$ cat src/rtl/calculator_pkg.sv
// Shared calculator widths: ALU operand word and memory word (two operands).
package calculator_pkg;
  localparam int DATA_W        = 32;
  localparam int MEM_WORD_SIZE = 64;
endpackage

$ cat src/rtl/operand_unpacker.sv
// Splits each 64-bit memory word into two ALU operands, low half first.
// Optional macro OPERAND_PREFETCH_EN adds a one-word prefetch slot for a 2-cycle word rate.
module operand_unpacker
  import calculator_pkg::*;
(
  input  logic                     clk_i,
  input  logic                     rst_i,
  input  logic [MEM_WORD_SIZE-1:0] mem_word_i,
  input  logic                     mem_valid_i,
  output logic                     mem_ready_o,
  output logic [DATA_W-1:0]        operand_o,
  output logic                     operand_valid_o,
  input  logic                     operand_ready_i,
  output logic                     loc_o,
  output logic [7:0]               word_count_o
);

  typedef enum logic [1:0] {IDLE, LOW, HIGH} state_t;

  state_t                   state_reg, state_next;
  logic [MEM_WORD_SIZE-1:0] buf_reg, buf_next;
  logic [7:0]               count_reg, count_next;
  logic [DATA_W-1:0]        operand_reg, operand_next;
  logic                     loc_reg, loc_next;
  logic                     valid_reg, valid_next;
  logic                     ready_raw;
  logic                     mem_accept;
  logic                     op_hs;

`ifdef OPERAND_PREFETCH_EN
  logic [MEM_WORD_SIZE-1:0] slot_reg, slot_next;
  logic                     slot_full_reg, slot_full_next;

  assign ready_raw = (state_reg == IDLE) || !slot_full_reg;
`else
  assign ready_raw = (state_reg == IDLE);
`endif

  // Ready is forced low while reset is held, even before the first reset edge.
  assign mem_ready_o     = ready_raw && !rst_i;
  assign mem_accept      = mem_valid_i && mem_ready_o;
  assign op_hs           = valid_reg && operand_ready_i;
  assign operand_o       = operand_reg;
  assign operand_valid_o = valid_reg;
  assign loc_o           = loc_reg;
  assign word_count_o    = count_reg;

  always_comb begin
    state_next = state_reg;
    buf_next   = buf_reg;
    count_next = count_reg;
`ifdef OPERAND_PREFETCH_EN
    slot_next      = slot_reg;
    slot_full_next = slot_full_reg;
`endif
    case (state_reg)
      IDLE: begin
        if (mem_accept) begin
          buf_next   = mem_word_i;
          state_next = LOW;
        end
      end
      LOW: begin
        if (op_hs) state_next = HIGH;
`ifdef OPERAND_PREFETCH_EN
        if (mem_accept) begin
          slot_next      = mem_word_i;
          slot_full_next = 1'b1;
        end
`endif
      end
      HIGH: begin
        if (op_hs) begin
          count_next = count_reg + 8'd1;
          state_next = IDLE;
`ifdef OPERAND_PREFETCH_EN
          if (slot_full_reg) begin
            buf_next       = slot_reg;
            slot_full_next = 1'b0;
            state_next     = LOW;
          end else if (mem_accept) begin
            // Slot is empty, so the arriving word bypasses it.
            buf_next   = mem_word_i;
            state_next = LOW;
          end
`endif
        end
`ifdef OPERAND_PREFETCH_EN
        else if (mem_accept) begin
          slot_next      = mem_word_i;
          slot_full_next = 1'b1;
        end
`endif
      end
      default: state_next = IDLE;
    endcase
  end

  // Outputs are registered from the next state so they line up with state_reg.
  always_comb begin
    operand_next = '0;
    loc_next     = 1'b0;
    valid_next   = 1'b0;
    case (state_next)
      LOW: begin
        operand_next = buf_next[DATA_W-1:0];
        valid_next   = 1'b1;
      end
      HIGH: begin
        operand_next = buf_next[MEM_WORD_SIZE-1:DATA_W];
        loc_next     = 1'b1;
        valid_next   = 1'b1;
      end
      default: ;
    endcase
  end

  always_ff @(posedge clk_i) begin
    if (rst_i) begin
      state_reg   <= IDLE;
      buf_reg     <= '0;
      count_reg   <= '0;
      operand_reg <= '0;
      loc_reg     <= 1'b0;
      valid_reg   <= 1'b0;
`ifdef OPERAND_PREFETCH_EN
      slot_reg      <= '0;
      slot_full_reg <= 1'b0;
`endif
    end else begin
      state_reg   <= state_next;
      buf_reg     <= buf_next;
      count_reg   <= count_next;
      operand_reg <= operand_next;
      loc_reg     <= loc_next;
      valid_reg   <= valid_next;
`ifdef OPERAND_PREFETCH_EN
      slot_reg      <= slot_next;
      slot_full_reg <= slot_full_next;
`endif
    end
  end

endmodule
$ cat config.mk
export PLATFORM = sky130hd
export DESIGN_NAME = operand_unpacker
export DESIGN_NICKNAME = d
export VERILOG_FILES = /design/src/rtl/calculator_pkg.sv /design/src/rtl/operand_unpacker.sv
export SDC_FILE = /design/constraint.sdc
export NUM_CORES = 1
export LEC_CHECK = 0
export CAP_MARGIN = 20
export CORE_ASPECT_RATIO = 1.2
export CORE_UTILIZATION = 42
export DETAILED_ROUTE_END_ITERATION = 8
export MAX_ROUTING_LAYER = met4
export PLACE_DENSITY = 0.75
export SLEW_MARGIN = 30
export SYNTH_ARGS = -nofsm -noshare
export SYNTH_HDL_FRONTEND = slang
export SYNTH_SLANG_ARGS = --single-unit
$ cat constraint.sdc
create_clock -name clk_i -period 1.8 [get_ports clk_i]
set_clock_uncertainty 0.15 [all_clocks]
set_input_delay 0.36 -clock clk_i [delete_from_list [all_inputs] [get_ports clk_i]]
set_output_delay 0.36 -clock clk_i [all_outputs]
set_load 0.02 [all_outputs]
==> summary.md <==
| Metric | Value |
|---|---|
| Result of the run | finished, violations left |
| Violated checks | setup timing |
| Total buffers and inverters traversed by the critical path | 4 |
| Count of endpoints failing setup in the final report | 32 |
| Post-Place Setup Slack | -0.585 ns |
| Die ar. | 9320 um2 |
| Sequential-to-total area share from yosys stat | 57.6% |
| Overall power consumption | 4.60 mW |
| Worst Setup SP | mem_valid_i |
| Number of nets in the synthesized netlist | 413 |
| Routed WL per cell | 14.7 um |
| Worst hold slack after final layout | 0.346 ns |
| CP delay by family, top | buffers and inverters |
| Antenna violations before repair | 0 |
| Clock buffers created by TritonCTS | 9 |
| CTS Sinks | 108 |
| Met2 global-route usage | 31.2% |
| Initial core utilization | 43.6% |
| I/O pin count | 111 |
| Post-Route Setup TNS | -1.33 ns |
| Site row count | 37 |
| RePlAce Congestion | 0.783 |
| Gr usage total | 18.4% |
| Count of unresolved DRC violations after routing | 0 |
| Maximum clock frequency | 537 MHz |
| Clock Tree Buf Depth | 2 |
| Placed wire-length estimate | 5660 um |
| Post-synthesis area per instance | 11.0 um2 |
| Crit path kind | in -> reg |
| Total number of H-tree levels | 3 |
| Peak supply drop | 0.510 mV |
| Number of DRC markers in iteration 0 | 108 |
| Critical path cell sequence | clkdlybuf4s50_1, nor3b_2, o21bai_2, buf_4, inv_1, ha_2, nand2_4, buf_12, o22ai_1 |
| Finished layout cell area | 5580 um2 |
| Distinct cell type count after synthesis | 30 |
| CP max stage cell | sky130_fd_sc_hd__clkdlybuf4s50_1 |
| Final Max Tran Viols | 0 |
| Netlist area before placement | 3750 um2 |
| Slack of the worst reg-to-reg path | -0.02 ns |
| Top FF cell, synth | sky130_fd_sc_hd__dfxtp_1 |
| Worst Max-Slew Pin Slew | 0.590 ns |
| Y dimension of the die | 106 um |
| Detailed-routing iteration count for the pre-antenna-repair pass | 4 |
| Total Nets Final | 535 |
| Number of vias per cell | 4.87 |
| Most crowded layer after global routing | met2 |
| Aggregate global routing overflow | 0 |
| Type of the tightest min-delay check | reg -> reg |
| Global-route track usage on met1 | 21.0% |
| Crit-path max cell delay | 0.47 ns |
| Width of the die | 88.3 um |
| Number of warning messages in the yosys log | 0 |
| CTS tree | done |
| Share of the cycle needed by the critical path after routing | 103% |
| Hold Path End | buf_reg[55]$_SDFF_PP0_ |
| Final design utilization | 64.8% |
| Via count of the first global-routing pass | 2738 |
| Core Region | 8610 um2 |
| Count of mapped cells out of synthesis | 342 |
| Wire length of the first global-routing pass | 12700 um |
| Total vias in the final route | 2852 |
| Endpoint type of the worst setup path | register |
| Data required time of the worst path | 1.93 ns |
| Worst hold stages | 2 |
| Non-filler instance count after layout | 586 |
| Depth of the worst register-to-register path | 8 |
| Maximum fanout encountered on the critical timing path | 16 |
| Number of flops mapped to enable cells by yosys | 0 |
| Signed area change from the synthesized netlist to the final layout | 48.6% |
| Antenna diodes | 0 |
| Worst setup slack after layout | -0.0614 ns |
| Worst hold path startpoint | buf_reg[55]$_SDFF_PP0_ |
| Number of routed nets with antenna violations | 0 |
| Wire length reported by the detailed router | 8630 um |
| FFs w/ async S/R, synth | 0% |
| Maximum number of pins on one net before global-route repair | 59 |
| Total leakage power | 2.30 nW |
| Pwr Density | 825 nW/um2 |
| Largest register FFs | 64 |
| Total of buffers placed on input and output ports | 110 |
| Maximum Capacitance Violations | 0 |
| Post-place instance area | 5080 um2 |
| Worst slew margin relative to its limit | 60.7% |
| Arrival time worst endpoint | 1.99 ns |
| Cell count after placement | 564 |
| R2R Path End | operand_o[14]$_SDFF_PP0_ |
| Unrepaired setup endpoints after global routing | yes |
| Clock transition at path regs | 0.09 ns |
| Share of post-route cells with drive strength above 1 | 20.0% |
| Crit path launch type | input pin |
| Flip-flop and latch count after synthesis | 108 |
| Root Driver | sky130_fd_sc_hd__clkbuf_8 |
| Routing usage on met3 | 3.76% |
| Insertion delay to the later sink of the worst-skew pair | 0.36 ns |
| Crit path time final | 1.86 ns |
| Final count of hold timing violations | 0 |
| Reg-to-reg critical path startpoint | state_reg[0]$_SDFF_PP0_ |
-- placed cells by master (no fill, tap or decap), types with 4 or more instances in the layout --
cell type,count
sky130_fd_sc_hd__dfxtp_1,105
sky130_fd_sc_hd__nor2_1,69
sky130_fd_sc_hd__clkdlybuf4s50_1,65
sky130_fd_sc_hd__dlygate4sd2_1,38
sky130_fd_sc_hd__mux2i_1,31
sky130_fd_sc_hd__mux2i_2,27
sky130_fd_sc_hd__o22ai_1,27
sky130_fd_sc_hd__buf_4,12
sky130_fd_sc_hd__clkbuf_8,10
sky130_fd_sc_hd__mux2i_4,7
sky130_fd_sc_hd__buf_12,7
sky130_fd_sc_hd__a21oi_1,5
sky130_fd_sc_hd__o22ai_2,5
sky130_fd_sc_hd__dlymetal6s2s_1,5
sky130_fd_sc_hd__inv_1,4
sky130_fd_sc_hd__o31ai_1,4
sky130_fd_sc_hd__or4_1,4
-- worst max path at each step --
| stage | endpoint | slack, ns | depth (start not counted) |
|---|---|---|---|
| 3_5_place_dp | operand_o[2]$_SDFF_PP0_ | -0.58 | 9 |
| 6_report | operand_o[14]$_SDFF_PP0_ | -0.06 | 9 |
| 4_1_cts | operand_o[30]$_SDFF_PP0_ | -0.07 | 8 |
| 2_1_floorplan | operand_o[10]$_SDFF_PP0_ | 0.003 | 8 |
| 5_1_grt | operand_o[30]$_SDFF_PP0_ | -0.11 | 9 |
| 3_3_place_gp | operand_o[12]$_SDFF_PP0_ | -0.49 | 9 |
-- worst reg2reg max path, cell delays in order, from the launching register on --
cell	delay, ns
sky130_fd_sc_hd__dfxtp_4	0.38
sky130_fd_sc_hd__and4b_1	0.19
sky130_fd_sc_hd__a21oi_2	0.15
sky130_fd_sc_hd__inv_2	0.06
sky130_fd_sc_hd__ha_4	0.24
sky130_fd_sc_hd__nor2_4	0.15
sky130_fd_sc_hd__nand2_4	0.10
sky130_fd_sc_hd__buf_12	0.17
sky130_fd_sc_hd__o22ai_1	0.16
-- routing by layer --
| layer | vias to the layer above | share of wire, % |
|---|---|---|
| met5 | - | 0 |
| met4 | 0 | 1.4 |
| met3 | 10 | 5.0 |
| met2 | 72 | 53 |
| met1 | 1343 | 41 |
| li1 | 1427 | - |
-- Yosys cell counts (4+ instances only) --
master                     number  area share (%)
sky130_fd_sc_hd__a21oi_1        6            0.80
sky130_fd_sc_hd__buf_6          5             1.5
sky130_fd_sc_hd__clkbuf_1      13             1.3
sky130_fd_sc_hd__dfxtp_1      108              58
sky130_fd_sc_hd__inv_1          5            0.50
sky130_fd_sc_hd__mux2i_1       65              17
sky130_fd_sc_hd__nand2_1        5            0.50
sky130_fd_sc_hd__nor2_1        70             7.0
sky130_fd_sc_hd__o22ai_1       32             5.3
sky130_fd_sc_hd__o31ai_1        4            0.80
sky130_fd_sc_hd__or4_1          4            0.80
-- final cells by class --
| type | count | area (um2) |
|---|---|---|
| Tap cell | 117 | 146 |
| Timing Repair Buffer | 134 | 1380 |
| Sequential cell | 108 | 2170 |
| Clock inverter | 5 | 60.1 |
| Inverter | 5 | 18.8 |
| Fill cell | 702 | 3030 |
| Multi-Input combinational cell | 206 | 1660 |
| Clock buffer | 11 | 141 |
-- where the power goes --
group	switching (mW)	internal (mW)
registers	0.0354	2.47
clock network	0.765	0.687
logic	0.275	0.363
-- what timing repair did --
| item | CTS | global route |
|---|---|---|
| resized for setup | 45 | 62 |
| hold buffers | 0 | 0 |
| gates cloned | 0 | 2 |
| pin swaps | 1 | 1 |
| buffers inserted | 0 | 4 |
| setup endpoints to repair | 73 | 50 |
-- logic make-up after synthesis --
logic type,after synthesis,share of synthesized area (%)
adders and majority gates,3,1.00
AOI/OAI and AO/OA,45,7.47
muxes,66,17.6
buffers and inverters,28,5.13
DFF,108,57.6
and+or+nand+nor,91,10.9
xor gates and xnor gates,1,0.233
Power figures use the tool's default switching activity.
